`config.mk`:
```
export PLATFORM = sky130hd
export DESIGN_NAME = instruction_sequencer
export DESIGN_NICKNAME = d
export VERILOG_FILES = /design/src/rtl/instruction_sequencer.sv
export SDC_FILE = /design/constraint.sdc
export NUM_CORES = 1
export LEC_CHECK = 0
export CAP_MARGIN = 20
export CORE_UTILIZATION = 43
export DETAILED_ROUTE_END_ITERATION = 10
export GPL_TIMING_DRIVEN = 0
export PLACE_DENSITY = 0.86
export SLEW_MARGIN = 15
export SYNTH_ARGS = -nofsm -noshare
export SYNTH_HDL_FRONTEND = slang
export SYNTH_SLANG_ARGS = --single-unit
export TNS_END_PERCENT = 5
```
`constraint.sdc`:
```
create_clock -name clk -period 1.9 [get_ports clk]
set_input_delay 0.38 -clock clk [delete_from_list [all_inputs] [get_ports clk]]
set_output_delay 0.38 -clock clk [all_outputs]
set_load 0.01 [all_outputs]
```
`src/rtl/instruction_sequencer.sv`:
```
// instruction_sequencer: accepts host instructions, issues write strobes and streams
// an inclusive range of read addresses under downstream backpressure.
module instruction_sequencer #(
    parameter  int FIELD_W = 15,
    localparam int INSTR_W = 2 + 2 * FIELD_W
) (
    input  logic               clk,
    input  logic               rst_n,
    input  logic [INSTR_W-1:0] instr,
    input  logic               instr_valid,
    output logic               instr_ready,
    output logic               wr_en,
    output logic [FIELD_W-1:0] wr_addr,
    output logic [FIELD_W-1:0] wr_data,
    output logic [FIELD_W-1:0] rd_start_addr,
    output logic [FIELD_W-1:0] rd_end_addr,
    output logic               rd_en,
    output logic [FIELD_W-1:0] rd_addr,
    input  logic               rd_ready,
    output logic               busy,
    output logic               done,
    output logic               cfg_err
);
    typedef enum logic [1:0] {IDLE, STREAM, DONE} state_t;
    localparam logic [1:0] OP_WRITE = 2'b01, OP_RANGE = 2'b10, OP_GO = 2'b11;
    state_t state_q, state_d;
    logic wr_en_q, wr_en_d, cfg_err_q, cfg_err_d;
    logic [FIELD_W-1:0] wr_addr_q, wr_addr_d, wr_data_q, wr_data_d;
    logic [FIELD_W-1:0] start_q, start_d, end_q, end_d, rd_addr_q, rd_addr_d;
    logic [1:0] op;
    logic [FIELD_W-1:0] fa, fb;
    logic accept;
    assign op     = instr[INSTR_W-1 -: 2];
    assign fa     = instr[2*FIELD_W-1:FIELD_W];
    assign fb     = instr[FIELD_W-1:0];
    assign accept = instr_valid && instr_ready;
    always_comb begin
        state_d   = state_q;
        wr_en_d   = 1'b0;
        wr_addr_d = wr_addr_q;
        wr_data_d = wr_data_q;
        start_d   = start_q;
        end_d     = end_q;
        rd_addr_d = rd_addr_q;
        cfg_err_d = 1'b0;
        case (state_q)
            IDLE: if (accept) begin
                if (op == OP_WRITE) begin
                    wr_en_d   = 1'b1;
                    wr_addr_d = fa;
                    wr_data_d = fb;
                end
                if (op == OP_RANGE) begin
                    start_d = fa;
                    end_d   = fb;
                end
                if (op == OP_GO) begin
                    cfg_err_d = start_q > end_q;
                    state_d   = start_q > end_q ? IDLE : STREAM;
                    rd_addr_d = start_q > end_q ? rd_addr_q : start_q;
                end
            end
            // Stopping at the end address means the increment can never wrap.
            STREAM: if (rd_ready) begin
                state_d   = rd_addr_q == end_q ? DONE : STREAM;
                rd_addr_d = rd_addr_q == end_q ? rd_addr_q : rd_addr_q + FIELD_W'(1);
            end
            default: state_d = IDLE;
        endcase
    end
    always_ff @(posedge clk or negedge rst_n) begin
        if (!rst_n) begin
            state_q   <= IDLE;
            wr_en_q   <= 1'b0;
            wr_addr_q <= '0;
            wr_data_q <= '0;
            start_q   <= '0;
            end_q     <= '0;
            rd_addr_q <= '0;
            cfg_err_q <= 1'b0;
        end else begin
            state_q   <= state_d;
            wr_en_q   <= wr_en_d;
            wr_addr_q <= wr_addr_d;
            wr_data_q <= wr_data_d;
            start_q   <= start_d;
            end_q     <= end_d;
            rd_addr_q <= rd_addr_d;
            cfg_err_q <= cfg_err_d;
        end
    end
    assign instr_ready   = state_q == IDLE;
    assign rd_en         = state_q == STREAM;
    assign busy          = state_q == STREAM;
    assign done          = state_q == DONE;
    assign wr_en         = wr_en_q;
    assign wr_addr       = wr_addr_q;
    assign wr_data       = wr_data_q;
    assign rd_start_addr = start_q;
    assign rd_end_addr   = end_q;
    assign rd_addr       = rd_addr_q;
    assign cfg_err       = cfg_err_q;
endmodule

```
After elaboration in Yosys (flattened, before gate mapping)
Cells that the tools add are included.
Word-level totals
  logic and storage cells: 46
  bits of input ports: 36
  output and inout port bits: 81
  register bits after elaboration: 79
Operators by class
  $add $sub $neg: 1
  muxes and demuxes: 18
  reduce and logical (&&, ||, !) cells: 7
  order comparisons: 1
  equal/unequal tests: 11
Operator list (number)
  $mux 15: 5
  $pmux 15 s2: 1
  $add 15x1->15 const B: 1
  $eq 15x15->1: 1
  $gt 15x15->1: 1
  $reduce_and 3->1: 3
  $mux 2: 4
  $mux 1: 7
  $eq 2x2->1 const B: 3
  $ne 2x2->1 const B: 3
  $reduce_and 6->1: 1
  $eq 2x1->1 const B: 2
  $ne 2x1->1 const B: 2
  $pmux 2 s2: 1
  $logic_not 2->1: 1
  $reduce_bool 2->1: 1
  $logic_and 1x1->1: 1

Logic depth before layout (Yosys ltp)
  word-level depth: 5
  depth in mapped cells: 9
  gate-level depth less buffers: 8

Least setup slack after synthesis
No wires, ideal clock.
  path kind: register to register
  from: reg end_q[8] (netlist: rd_end_addr[8])
  to: reg rd_addr_q[14] (netlist: rd_addr[14])
  buffers on the path: 0
  data arrival time: 1.938 ns
  setup slack: -0.163 ns
  setup time: 0.125 ns
  period minus slack after synthesis: 2.063 ns
  stages on the path, launching flop included: 9
  path through: dfrtp_1 > inv_1 > ha_1 > a211o_1 > o211ai_1 > a211o_1 > a31oi_4 > a21oi_4 > mux2_4
Between the ends
  word-level cells in the longest chain between the ends: 3
Ends and longest elaborated chain
  start, declared: RTL line 29  | logic [FIELD_W-1:0] start_q, start_d, end_q, end_d, rd_addr_q, rd_addr_d;
  start signal, assigned: RTL line 87  | end_q <= end_d;
  $gt 15x15->1 / $eq 15x15->1 (equally long branches): RTL line 60, 66
  $ne 2x2->1 (no line)
  $reduce_and 6->1 (no line) *
  end signal, assigned: RTL line 88  | rd_addr_q <= rd_addr_d;
  end, declared: RTL line 29
Mark *: on every way between the ends. The rest lies on a longest branch, timed or not.
A chain may end at the register's enable or synchronous reset.

Worst setup path in the final report
  from: reg end_q[8] (netlist: rd_end_addr[8])
  to: reg rd_addr_q[1] (netlist: rd_addr[1])
The elaborated chain is that of the path after synthesis.

==> reports/metrics.yaml <==
floorplan:
  die_area_mm2: 0.00999
  die_x_um: 99.9
  rows: 35
  initial_utilization_pct: 44.4
  die_h_um: 99.9
  core_area_mm2: 0.00928
  num_io_pins: 117
sta:
  clock_skew_ns: 0.0123
  setup_viol: 17
  fin_crit_ns: 2.15
  slew_violations: 0
  hold_viol_final: 0
  tightest_slew_ns: 0.511
  fmax_mhz: 464
  rsz0062_at_grt: "yes"
  layout_worst_path_cycle_share_pct: 113
  postLayoutSetupSlackWorst_ns: -0.254
  relSlewSlack_pct: 65.9
synthesis:
  synth_top_flop_cell: "dfrtp_1"
  muxShareOfSynthArea_pct: 8.92
  synth_cells: 402
  synth_compound_area_share_pct: 13.1
  synth_nets: 454
  synth-xor-area-share_pct: 3.40
  syn_area_mm2: 0.00412
  yosys.area_share.simple_pct: 16.9
  ys_seq_elements: 79
  async_flop_share_pct: 100
  synth-edff-count: 0
  ys_seq_area_share_pct: 47.9
  syn_avg_cell_area_um2: 10.3
  synth_top_family_by_area: "simple AND/OR/NAND/NOR gates"
  synth-adder-area-share_pct: 4.85
  yosys_warnings: 0
  synth.distinct_cells: 44
run:
  maxCapViolations: 0
status:
  violations: "negative setup slack"
  status: "complete, but fails checks"
global_routing:
  grt_overflow_total: 0
  grt_usage_pct: 24.8
  grt_max_degree: 43
  grt_antenna_before_repair: 0
  grt_pass1_wl_um: 18900
  grt_pass1_vias: 3696
setup_path:
  crit_top_cell: "a211o_1"
  crit_fanout: 5
  slowest_stage: "dfrtp_2"
  slowest_delay_ns: 0.43
  crit_arrival_ns: 2.40
  critPathRequiredTime_ns: 2.15
  critPathLaunchType: "flop"
  endpoint_kind: "flop"
  path_class: "flop to flop"
  cp_cell_sequence: "inv_1, ha_1, a211o_1, o211ai_1, a211o_1, a31oi_4, a21oi_4, mux2_4"
cts:
  clk_latency_ns: 0.36
  numCtsBuffers: 9
  clockRootBuffer: "clkbuf_8"
  clockBufferDepth: 2
  cts_tree: "yes"
  clkTransAtPathRegs_ns: 0.09
  cts.sinks: 79
  cts_max_level: 3
detailed_routing:
  wl_per_cell_um: 17.5
  firstDrtPassIters: 7
  vias: 3667
  totalWireLength_um: 12000
  drc: 0
  vias_per_cell: 5.35
  drtAntennaViolNets: 0
  drt_iter0_markers: 175
layout:
  antenna_cells: 0
  fin_nets: 603
  final_layout_size_suffix_gt1_share_pct: 24.1
  utilization_pct: 63.8
  syn2layout_area_growth_pct: 43.7
placed_design:
  portBuffers: 116
  hpwl_um: 8870
  pre_cts_ws_ns: -0.371
  place_congestion: 0.899
pwr:
  vdd_ir_drop_max_mv: 0.819
  power.total_uw: 9750
  p_per_area_mw_per_mm2: 1650
  power_leakage_uw: 0.00262
min_path:
  holdCritPathClass: "flop to flop"
## cells by family after synthesis
kind of cell / after synthesis
muxes: 32
DFF: 79
xor gates and xnor gates: 16
adders and majority gates: 16
AOI/OAI and AO/OA: 64
buffers and inverters: 41
and+or+nand+nor: 154
## cell type report
| cell class | instances | area (um2) |
|---|---|---|
| Sequential cell | 79 | 1990 |
| Inverter | 19 | 72.6 |
| Multi-Input combinational cell | 282 | 2040 |
| Timing Repair Buffer | 138 | 1330 |
| Fill cell | 759 | 3360 |
| Clock inverter | 7 | 56.3 |
| Clock buffer | 9 | 124 |
| Buffer | 22 | 145 |
| Tap cell | 129 | 161 |
## cells in the mapped netlist, types with 4 or more instances
cell type	number	area share, %
nand2_1	103	9.4
dfrtp_1	79	48
mux2_2	30	8.2
inv_1	18	1.6
ha_1	16	4.9
nor2_1	15	1.4
nand3_1	14	1.7
o21ai_0	13	1.6
a2bb2oi_1	12	2.5
xor2_1	12	2.5
a211oi_2	10	3.0
a21oi_1	10	1.2
clkbuf_1	8	0.73
buf_2	6	0.73
nand4_1	5	0.76
a31oi_1	4	0.61
buf_6	4	1.1
xnor2_1	4	0.85
## worst max-delay path, delay by kind of cell, from the launching register on
family,cells,cell delay (ns)
compound gates,5,0.97
buf+inv,1,0.07
mux,1,0.32
fa+ha+maj,1,0.24
flops,1,0.43
## worst paths after layout
| path | start | to | depth (start not counted) | slack, ns |
|---|---|---|---|---|
| max | rd_end_addr[8] | rd_addr[1] | 8 | -0.25 |
| min | wr_addr[2] | wr_addr[2] | 2 | 0.48 |
| max reg2reg | rd_end_addr[8] | rd_addr[1] | 8 | -0.25 |
| min reg2reg | wr_addr[2] | wr_addr[2] | 2 | 0.48 |
| max in group asynchronous | rst_n | rd_end_addr[7] | 3 | 0.75 |
| min in group asynchronous | rst_n | rd_addr[12] | 2 | 0.53 |
## layout by cell type, fill, tap and decap left out, types with 3 or more instances in the layout
| cell | count |
|---|---|
| clkdlybuf4s50_1 | 111 |
| nand2_1 | 102 |
| dfrtp_1 | 67 |
| mux2_2 | 30 |
| buf_4 | 23 |
| inv_1 | 17 |
| nor2_1 | 15 |
| o21ai_0 | 13 |
| ha_1 | 13 |
| nand3_1 | 12 |
| a211oi_2 | 12 |
| xor2_1 | 12 |
| dfrtp_2 | 12 |
| a2bb2oi_1 | 11 |
| clkbuf_8 | 10 |
| a21oi_1 | 7 |
| clkbuf_1 | 7 |
| buf_2 | 6 |
| nand4_1 | 5 |
| buf_6 | 5 |
| xnor2_1 | 4 |
| a31oi_1 | 4 |
| dlygate4sd2_1 | 4 |
| a211o_1 | 3 |
| a21oi_2 | 3 |
| and3_1 | 3 |
| ha_4 | 3 |
| clkinvlp_4 | 3 |
## sequential cells by signal (all words and copies together), names as in the netlist
register,flops
rd_addr,15
rd_end_addr,15
rd_start_addr,15
wr_addr,15
wr_data,15
state_q,2
cfg_err,1
wr_en,1
## routing by layer
layer  GRT usage [%]  share of wire (%)  vias to the layer above
met2            40.6                 48                      169
met4            9.95                3.3                        0
met3            6.13                7.4                       38
li1                -                  -                     1683
met5               0                  0                        -
met1            31.7                 42                     1777
## power breakdown
| part | leakage (uW) | internal (uW) | switching, uW |
|---|---|---|---|
| Sequential | 0.000952 | 2480 | 936 |
| Combinational | 0.00158 | 2890 | 2280 |
| Clock | 0.0000838 | 487 | 679 |
## per-stage QoR
stage / instance area [um2] / hold slack, ns / std cells / TNS, ns
floorplan: 4150 / 0.0844 / 402 / -1.62
global placement: 5470 / 0.460 / 647 / -181.72
detailed placement: 5490 / 0.379 / 648 / -5.52
CTS: 5810 / 0.484 / 675 / -2.83
global route: 5920 / 0.494 / 685 / -4.44
finish: 5920 / 0.479 / 685 / -3.23
## repair_timing
| item | in CTS | in global routing |
|---|---|---|
| resized for setup | 22 | 11 |
| hold buffers | 1 | 0 |
| setup buffers | 10 | 10 |
| hold endpoints to repair | 2 | 0 |
| pin swaps | 6 | 4 |
| endpoints found under the setup margin | 20 | 18 |
Power figures use the tool's default switching activity.
